## src/rtl/ascon_ctrl_pkg.sv

```systemverilog
// Shared definitions for the Ascon permutation register front-end:
// bus structs, register offsets, bit indices and the job FSM state type.
package ascon_ctrl_pkg;

    localparam int REG_AW = 32;
    localparam int REG_DW = 32;

    typedef struct packed {
        logic                  valid;
        logic                  write;
        logic [REG_AW-1:0]     addr;
        logic [REG_DW-1:0]     wdata;
        logic [REG_DW/8-1:0]   wstrb;
    } reg_req_t;

    typedef struct packed {
        logic                  ready;
        logic [REG_DW-1:0]     rdata;
        logic                  error;
    } reg_rsp_t;

    localparam logic [REG_AW-1:0] ADDR_CTRL   = 32'h00;
    localparam logic [REG_AW-1:0] ADDR_STATUS = 32'h04;
    localparam logic [REG_AW-1:0] ADDR_STATE  = 32'h10;

    localparam int CTRL_START  = 0;
    localparam int CTRL_IRQ_EN = 1;
    localparam int CTRL_ROUNDS = 8;

    localparam int STAT_BUSY = 0;
    localparam int STAT_DONE = 1;
    localparam int STAT_ERR  = 2;

    typedef enum logic [1:0] {IDLE, REQ, BUSY} job_state_e;

    // Default-geometry state array; the top uses its own parameterised shape.
    localparam int DEF_LANES  = 5;
    localparam int DEF_LANE_W = 64;
    typedef logic [DEF_LANES-1:0][DEF_LANE_W-1:0] ascon_state_t;

    // Byte-lane merge of a bus write into an existing register word.
    function automatic logic [REG_DW-1:0] apply_strb(
        input logic [REG_DW-1:0]   old_val,
        input logic [REG_DW-1:0]   wdata,
        input logic [REG_DW/8-1:0] wstrb
    );
        logic [REG_DW-1:0] res;
        res = old_val;
        for (int b = 0; b < REG_DW/8; b++) begin
            if (wstrb[b]) res[b*8 +: 8] = wdata[b*8 +: 8];
        end
        return res;
    endfunction

endpackage

```

## src/rtl/ascon_job_fsm.sv

```systemverilog
// Job sequencer: start handshake toward the permutation core, busy tracking,
// and the one-cycle strobe that tells the register file to capture the result.
module ascon_job_fsm
    import ascon_ctrl_pkg::*;
#(
    parameter int ROUNDS_W = 4
) (
    input  logic                clk_i,
    input  logic                rst_n_i,
    input  logic                start_i,
    input  logic [ROUNDS_W-1:0] rounds_i,
    input  logic                start_ready_i,
    input  logic                done_i,
    output logic                start_valid_o,
    output logic                busy_o,
    output logic                capture_o,
    output logic [ROUNDS_W-1:0] rounds_o
);

    job_state_e          state_q, state_d;
    logic [ROUNDS_W-1:0] rounds_q, rounds_d;

    always_ff @(posedge clk_i or negedge rst_n_i) begin
        if (!rst_n_i) begin
            state_q  <= IDLE;
            rounds_q <= '0;
        end else begin
            state_q  <= state_d;
            rounds_q <= rounds_d;
        end
    end

    // rounds only reloads on IDLE->REQ, so it is stable for the whole job.
    always_comb begin
        state_d   = state_q;
        rounds_d  = rounds_q;
        capture_o = 1'b0;
        case (state_q)
            IDLE: begin
                if (start_i) begin
                    state_d  = REQ;
                    rounds_d = rounds_i;
                end
            end
            REQ: begin
                if (start_ready_i) state_d = BUSY;
            end
            BUSY: begin
                if (done_i) begin
                    state_d   = IDLE;
                    capture_o = 1'b1;
                end
            end
            default: state_d = IDLE;
        endcase
    end

    assign start_valid_o = (state_q == REQ);
    assign busy_o        = (state_q != IDLE);
    assign rounds_o      = rounds_q;

endmodule

```

## src/rtl/ascon_perm_ctrl_regs.sv

```systemverilog
// Register front-end for the Ascon permutation core: native reg bus decode,
// state word storage, CTRL/STATUS registers and interrupt generation.
module ascon_perm_ctrl_regs
    import ascon_ctrl_pkg::*;
#(
    parameter int NUM_LANES = 5,
    parameter int LANE_W    = 64,
    parameter int BUS_W     = 32,
    parameter int ROUNDS_W  = 4
) (
    input  logic                              clk_i,
    input  logic                              rst_n_i,
    input  reg_req_t                          reg_req_i,
    output reg_rsp_t                          reg_rsp_o,
    output logic                              start_valid_o,
    input  logic                              start_ready_i,
    output logic [ROUNDS_W-1:0]               rounds_o,
    input  logic                              done_i,
    input  logic [NUM_LANES-1:0][LANE_W-1:0]  state_i,
    output logic [NUM_LANES-1:0][LANE_W-1:0]  state_o,
    output logic                              busy_o,
    output logic                              irq_o
);

    localparam int NUM_WORDS = NUM_LANES * LANE_W / BUS_W;
    localparam int IDX_W     = (NUM_WORDS > 1) ? $clog2(NUM_WORDS) : 1;

    logic [NUM_WORDS-1:0][BUS_W-1:0] words_q, words_d;
    logic                            irq_en_q, irq_en_d;
    logic [ROUNDS_W-1:0]             rounds_q, rounds_d;
    logic                            done_q, done_d;
    logic                            err_q, err_d;
    logic                            irq_q, irq_d;

    logic              wr, is_ctrl, is_stat, is_word, mapped;
    logic [REG_AW-1:0] woff;
    logic [IDX_W-1:0]  widx;
    logic              start_wr, start_go, start_err, word_err, capture;
    logic              clr_done, clr_err;
    logic [REG_DW-1:0] rdata;

    // ---------------- address decode ----------------
    assign wr      = reg_req_i.valid & reg_req_i.write;
    assign woff    = reg_req_i.addr - ADDR_STATE;
    assign widx    = woff[IDX_W+1:2];
    assign is_ctrl = (reg_req_i.addr == ADDR_CTRL);
    assign is_stat = (reg_req_i.addr == ADDR_STATUS);
    assign is_word = (reg_req_i.addr >= ADDR_STATE) && (woff[1:0] == 2'b00)
                   && ((woff >> 2) < REG_AW'(NUM_WORDS));
    assign mapped  = is_ctrl | is_stat | is_word;

    assign start_wr  = wr & is_ctrl & reg_req_i.wstrb[0] & reg_req_i.wdata[CTRL_START];
    assign start_go  = start_wr & ~busy_o;
    assign start_err = start_wr & busy_o;
    assign word_err  = wr & is_word & busy_o;
    assign clr_done  = wr & is_stat & reg_req_i.wstrb[0] & reg_req_i.wdata[STAT_DONE];
    assign clr_err   = wr & is_stat & reg_req_i.wstrb[0] & reg_req_i.wdata[STAT_ERR];

    // ---------------- job sequencer ----------------
    ascon_job_fsm #(
        .ROUNDS_W (ROUNDS_W)
    ) u_job_fsm (
        .clk_i         (clk_i),
        .rst_n_i       (rst_n_i),
        .start_i       (start_go),
        .rounds_i      (rounds_d),
        .start_ready_i (start_ready_i),
        .done_i        (done_i),
        .start_valid_o (start_valid_o),
        .busy_o        (busy_o),
        .capture_o     (capture),
        .rounds_o      (rounds_o)
    );

    // ---------------- register next-state ----------------
    // Non-START CTRL fields still update on a rejected START while busy.
    always_comb begin
        irq_en_d = irq_en_q;
        rounds_d = rounds_q;
        if (wr && is_ctrl) begin
            if (reg_req_i.wstrb[CTRL_IRQ_EN/8]) irq_en_d = reg_req_i.wdata[CTRL_IRQ_EN];
            for (int b = 0; b < ROUNDS_W; b++) begin
                if (reg_req_i.wstrb[(CTRL_ROUNDS+b)/8])
                    rounds_d[b] = reg_req_i.wdata[CTRL_ROUNDS+b];
            end
        end
    end

    // Sticky flags: a set in the same cycle as a W1C clear wins.
    always_comb begin
        done_d = (done_q & ~clr_done) | capture;
        err_d  = (err_q & ~clr_err) | start_err | word_err;
        irq_d  = done_q & irq_en_q;
    end

    always_comb begin
        words_d = words_q;
        if (capture) begin
            words_d = state_i;
        end else if (wr && is_word && !busy_o) begin
            words_d[widx] = apply_strb(words_q[widx], reg_req_i.wdata, reg_req_i.wstrb);
        end
    end

    always_ff @(posedge clk_i or negedge rst_n_i) begin
        if (!rst_n_i) begin
            words_q  <= '0;
            irq_en_q <= 1'b0;
            rounds_q <= '0;
            done_q   <= 1'b0;
            err_q    <= 1'b0;
            irq_q    <= 1'b0;
        end else begin
            words_q  <= words_d;
            irq_en_q <= irq_en_d;
            rounds_q <= rounds_d;
            done_q   <= done_d;
            err_q    <= err_d;
            irq_q    <= irq_d;
        end
    end

    // ---------------- read path / response ----------------
    always_comb begin
        rdata = '0;
        if (is_ctrl) begin
            rdata[CTRL_IRQ_EN]               = irq_en_q;
            rdata[CTRL_ROUNDS +: ROUNDS_W]   = rounds_q;
        end else if (is_stat) begin
            rdata[STAT_BUSY] = busy_o;
            rdata[STAT_DONE] = done_q;
            rdata[STAT_ERR]  = err_q;
        end else if (is_word) begin
            rdata = words_q[widx];
        end
    end

    always_comb begin
        reg_rsp_o       = '0;
        reg_rsp_o.ready = reg_req_i.valid;
        reg_rsp_o.rdata = rdata;
        reg_rsp_o.error = reg_req_i.valid & (~mapped | start_err | word_err);
    end

    assign state_o = words_q;
    assign irq_o   = irq_q;

endmodule

```

## config.mk

```make
export PLATFORM = sky130hd
export DESIGN_NAME = ascon_perm_ctrl_regs
export DESIGN_NICKNAME = d
export VERILOG_FILES = /design/src/rtl/ascon_ctrl_pkg.sv /design/src/rtl/ascon_job_fsm.sv /design/src/rtl/ascon_perm_ctrl_regs.sv
export SDC_FILE = /design/constraint.sdc
export NUM_CORES = 1
export LEC_CHECK = 0
export BUFFER_PORTS_ARGS = -buffer_cell sky130_fd_sc_hd__buf_2
export CAP_MARGIN = 10
export CORE_AREA = 2 2 293 295
export DETAILED_ROUTE_END_ITERATION = 10
export DIE_AREA = 0 0 295 297
export PLACE_DENSITY_LB_ADDON = 0.12
export SLEW_MARGIN = 0
export SYNTH_ARGS = -nofsm -noshare
export SYNTH_HDL_FRONTEND = slang
export SYNTH_SLANG_ARGS = --single-unit
```

## constraint.sdc

```tcl
create_clock -name clk_i -period 3.65 [get_ports clk_i]
set_input_delay 0.1825 -clock clk_i [delete_from_list [all_inputs] [get_ports clk_i]]
set_output_delay 0.1825 -clock clk_i [all_outputs]
set_load 0.005 [all_outputs]
```

Yosys cells after proc, flatten, opt, wreduce, memory -nomap -nowiden
Index checks and enable logic that the tools add are counted.
Storage, ports and cells
  word-level logic and storage cells: 108
  register bits: 334
  input bits: 394
  output and inout bits: 361
Operators by class
  muxes and demuxes: 38
  equality and inequality tests: 6
  $lt $le $gt $ge: 4
  $add $sub $neg: 1
  bitwise operators: 27
  reductions and logical operators: 15
Operators with widths (count)
  320-bit 2-to-1 mux: 2
  320-bit bitwise mux: 1
  32-bit binary-select mux with 4-bit select: 1
  32-bit demux with 4-bit select: 1
  32-bit 2-to-1 mux: 3
  8-bit 2-to-1 mux: 12
  32-bit by 3-bit equality test with 1-bit output (second input constant): 1
  32-bit by 5-bit greater-or-equal comparator with 1-bit output (second input constant): 1
  32-bit logical NOT: 1
  32-bit by 5-bit subtractor with 32-bit output (second input constant): 1
  30-bit by 4-bit less-than comparator with 1-bit output (second input constant): 1
  29-bit 2-to-1 mux: 1
  20-bit 2-to-1 mux: 1
  1-bit AND: 16
  1-bit 2-to-1 mux: 8
  4-bit 2-to-1 mux: 2
  1-bit bitwise OR: 7
  1-bit logical AND: 6
  2-bit 2-to-1 mux: 3
  6-bit 2-to-1 mux: 1
  2-bit case mux with 3 select lines: 1
  4-bit by 5-bit less-than comparator with 1-bit output (second input constant): 1
  4-bit by 1-bit greater-or-equal comparator with 1-bit output (second input constant): 1
  2-bit logical NOT: 2
  10 further kinds: 16

Depth between registers and ports, before layout
  depth in word-level cells: 11
  gate-level depth with buffers: 14
  gate-level depth less buffers: 9

Modules after synthesis
Synthesis repeated with hierarchy kept, for this count alone.
Unflattened totals
  cell total of the unflattened synthesis: 1929
  area total of the unflattened synthesis: 19722.7 um^2
By module, submodules not included
  ascon_perm_ctrl_regs: area each 19462.4 um^2, times used 1, seq. area each 8207.9 um^2, cells each 1910
  ascon_job_fsm: area each 260.2 um^2, times used 1, seq. area each 150.1 um^2, cells each 19

Least setup slack after synthesis
No wires, ideal clock.
  path type: input to register
  from: input port reg_req_i[40] in the netlist's numbering
  to: register words_q (netlist bit state_o[128])
  stages on the path: 13
  data required time: 3525 ps
  arrival: 2999 ps
  library setup time: 125 ps
  setup slack: 527 ps
  path buffers: 5
  path through: inv_1 > clkbuf_1 > ha_1 > clkbuf_1 > a2111oi_0 > o2111a_1 > nand4_1 > or4b_1 > buf_4 > buf_6 > o21ai_4 > buf_6 > mux2_2
On the way
  longest elaborated chain between the ends: 9
  elaborated cells on any way between the ends: 21
  those cells by class: 1 x add/sub; 4 x order compare; 10 x mux; 6 x reduce/logical
Ends and longest elaborated chain
  start: declaration: line ascon_perm_ctrl_regs.sv:13  | input reg_req_t reg_req_i,
  32-bit by 5-bit subtractor with 32-bit output: line ascon_perm_ctrl_regs.sv:44  | assign woff = reg_req_i.addr - ADDR_STATE;
  32-bit binary-select mux with 4-bit select: line ascon_perm_ctrl_regs.sv:101  | words_d[widx] = apply_strb(words_q[widx], reg_req_i.wdata, reg_req_i.wstrb);
  32-bit 2-to-1 mux (not written as such): line ascon_perm_ctrl_regs.sv:101
  8-bit 2-to-1 mux: line ascon_ctrl_pkg.sv:50  | if (wstrb[b]) res[b*8 +: 8] = wdata[b*8 +: 8];
  8-bit 2-to-1 mux: line ascon_perm_ctrl_regs.sv:100  | end else if (wr && is_word && !busy_o) begin
  8-bit 2-to-1 mux: line ascon_perm_ctrl_regs.sv:98  | if (capture) begin
  320-bit bitwise mux: line ascon_perm_ctrl_regs.sv:101
  320-bit 2-to-1 mux: line ascon_perm_ctrl_regs.sv:100
  320-bit 2-to-1 mux: line ascon_perm_ctrl_regs.sv:98
  end signal: assignment: line ascon_perm_ctrl_regs.sv:114  | words_q <= words_d;
  end: declaration: line ascon_perm_ctrl_regs.sv:28  | logic [NUM_WORDS-1:0][BUS_W-1:0] words_q, words_d;
Parallel ways exist; a longest one is shown, timed or not. The select of a mux whose other input is x is not followed.
A chain may end at the register's enable or synchronous reset.

==> impl_metrics.py <==
metrics = {
    "yosys": {
        "synth_fp_nets": 2293,
        "netlist_instances": 1894,
        "yosys_warnings": 0,
        "synth_seq_area_share_pct": 43.13,
        "syn_avg_cell_area_um2": 10.23,
        "synth_cell_types": 53,
        "yosys_register_bits": 334,
        "synth_edf_count": 0,
        "synthArstFlopShare_pct": 100.0,
        "syn_area_um2": 19380,
        "synth_ff_type": "dfrtp_1",
    },
    "power_and_ir_drop": {
        "leakage_uw": 0.01477,
        "powerDensity_nw_per_um2": 335.2,
        "ir_drop_uv": 258.7,
    },
    "timing": {
        "setup_violations": 0,
        "rsz0062_at_grt": "false",
        "max-slew-margin-rel_pct": 42.20,
        "period_share_pct": 93.30,
        "tns_ps": 0,
        "maxSlewViolCount": 0,
        "hold_violations": 0,
        "fin_crit_ps": 3406,
        "clock_skew_ps": 16.71,
        "worstMarginPinSlew_ps": 842.8,
        "fmax_ghz": 0.2936,
    },
    "die": {
        "die_x_um": 295,
        "core-area_um2": 84480,
        "ios": 755,
        "start_util_pct": 22.94,
        "fp.dieH_um": 297,
        "std_cell_rows": 107,
        "die_area_um2": 87620,
    },
    "final_layout": {
        "fin_nets": 3377,
        "nFillCells": 8698,
        "fin_util_pct": 35.63,
        "fin_area_um2": 30100,
        "drive_gt1_share_pct": 43.28,
        "area_growth_syn_to_layout_pct": 55.30,
    },
    "global_route": {
        "grt_max_degree": 93,
        "antenna_found_initial": 8,
        "track_usage_pct": 23.98,
        "grt_pass1_wl_um": 153800,
        "grt_pass1_vias": 21810,
        "grt_overflow_total": 0,
    },
    "clocking": {
        "cts_tree": "done",
        "clk_pin_slew_ps": 60,
        "clock_latency_ps": 580,
        "root_buffer": "clkbuf_16",
        "clockBufferDepth": 3,
        "htreeDepth": 2,
        "clock_sinks": 334,
        "numCtsBuffers": 45,
    },
    "detailed_routing": {
        "drcViolationCount": 0,
        "wl_um": 108200,
        "wl_per_cell_um": 25.99,
        "drt-initial-drc-count": 1116,
        "drt-pass1-iter-count": 5,
        "vias_per_cell": 4.906,
        "via_count": 20430,
        "drtAntennaViolNets": 0,
    },
    "worst_hold_path": {
        "hold_path_class": "in -> reg",
    },
    "placed_design": {
        "gp_congestion": 0.8732,
        "placed_cell_area_um2": 25250,
        "port_buffers": 754,
        "hpwl_um": 78960,
    },
    "status": {
        "status": "finished, final reports clean",
    },
    "worst_setup_path": {
        "worstPathRequired_ps": 3470,
        "r2r_slack_ps": 790,
        "worst_setup_path_end_kind": "primary output",
        "cp-start-kind": "input port",
        "crit_arrival_ps": 3220,
        "critical_path_class": "in -> out",
        "path_max_fanout": 10,
    },
    "run": {
        "cap_violations": 0,
    },
}
==> routing by layer <==
metal | global-route usage [%] | part of all wire [%]
met3 | 3.512 | 5.6
met4 | 9.172 | 4.1
met2 | 41.90 | 50
met1 | 29.60 | 41
met5 | 0 | 0.016
==> logic make-up (layout without fill, tap and decap cells) <==
| kind of cell | count (synthesis) | after routing | synth area share (%) |
|---|---|---|---|
| simple gates | 546 | 546 | 12.65 |
| mux | 427 | 427 | 28.10 |
| compound gates | 425 | 425 | 12.22 |
| flops | 334 | 334 | 43.13 |
| buf+inv | 155 | 1276 | 3.493 |
| fa+ha+maj | 5 | 5 | 0.3228 |
| xor+xnor | 2 | 2 | 0.09040 |
| other cells | 0 | 6 | 0 |
==> placed cells by master, fill, tap and decap left out, drive strengths merged, types with 11 or more instances in the layout <==
master       instances
dfrtp              334
dlygate4sd3        326
nand2              331
o21ai              336
nor2                47
a21oi               38
mux4                64
mux2i               66
a211o               32
buf                860
and2                64
nand3               11
nand4               18
mux2               297
clkbuf              70
nor3                41
==> synthesized netlist by cell type (4+ instances only) <==
cell,number,area (um2)
mux2i_1,66,660.6
nor2_1,47,176.4
mux2_1,23,259.0
a21oi_1,38,190.2
mux2_2,274,3085
nand2b_1,5,31.28
and3_1,5,31.28
and2_1,62,387.9
a211o_1,32,280.3
nor3_1,40,200.2
buf_6,7,78.83
a22o_1,4,35.03
nand4_1,18,112.6
buf_2,28,140.1
nor4_1,5,31.28
dfrtp_1,334,8358
ha_1,5,62.56
buf_1,11,41.29
mux4_2,64,1441
nand2_1,331,1242
inv_1,5,18.77
clkbuf_1,102,382.9
o21ai_0,327,1637
nand3_1,11,55.05
o21ai_2,8,70.07
==> critical path, stage by stage <==
cell       delay, ps
buf_2            180
ha_1             320
a2111oi_1        440
buf_4            180
o2111ai_1         90
a2111oi_0        460
nand4_1          150
buf_4            180
or4b_2           660
a21oi_1          210
buf_2            150
==> final cells by class <==
class / count / area (um2) / share of cell area [%]
Multi-Input combinational cell: 1405 / 10490 / 34.84
Sequential cell: 334 / 8358 / 27.77
Timing Repair Buffer: 1187 / 8240 / 27.38
Tap cell: 1144 / 1431 / 4.756
Clock buffer: 69 / 1359 / 4.515
Clock inverter: 15 / 188.9 / 0.6278
Inverter: 5 / 18.77 / 0.06236
Antenna cell: 6 / 15.01 / 0.04989
==> metrics by stage <==
step	total power, uW	cells	hold WS [ps]	worst slack, ps
2_1_floorplan	4341	1894	-113.1	526.7
3_3_place_gp	5153	3748	250.4	-354.6
3_5_place_dp	5162	3748	246.9	-31.54
4_1_cts	10220	4158	0.8261	29.30
5_1_grt	10470	4161	42.88	4.794
6_report	10090	4165	38.85	244.5
==> state kept, by name (all words and copies together) (netlist names) <==
name                cells
u_job_fsm.state_q       2
done_q                  1
u_job_fsm.rounds_o      4
rounds_q                4
err_q                   1
irq_o                   1
state_o               320
irq_en_q                1
==> what timing repair did <==
action / CTS / global route
setup buffers: 0 / 1
cloned: 0 / 0
setup endpoints to repair: 2 / 33
resized for setup: 1 / 2
hold buffers: 326 / 0
pin swaps: 0 / 1
endpoints found under the hold margin: 398 / 0
==> power breakdown <==
part | switching [uW] | leakage (uW) | internal [uW]
registers | 108 | 0.00462 | 3810
logic | 728 | 0.00939 | 722
clock network | 1870 | 0.000763 | 2850
==> path summary, 6_finish.rpt <==
kind                                                   start                           endpoint  cells past startpoint
setup / recovery                               reg_req_i[40]                       reg_rsp_o[3]                     11
hold / removal                                   state_i[52]            state_o[52]$_DFFE_PN0P_                      4
setup reg to reg                     state_o[67]$_DFFE_PN0P_            state_o[99]$_DFFE_PN0P_                      7
hold reg to reg            u_job_fsm.rounds_o[0]$_DFFE_PN0P_  u_job_fsm.rounds_o[0]$_DFFE_PN0P_                      1
max in group asynchronous                            rst_n_i           state_o[288]$_DFFE_PN0P_                      3
min in group asynchronous                            rst_n_i           state_o[112]$_DFFE_PN0P_                      2
(Power assumes the default switching activity.)
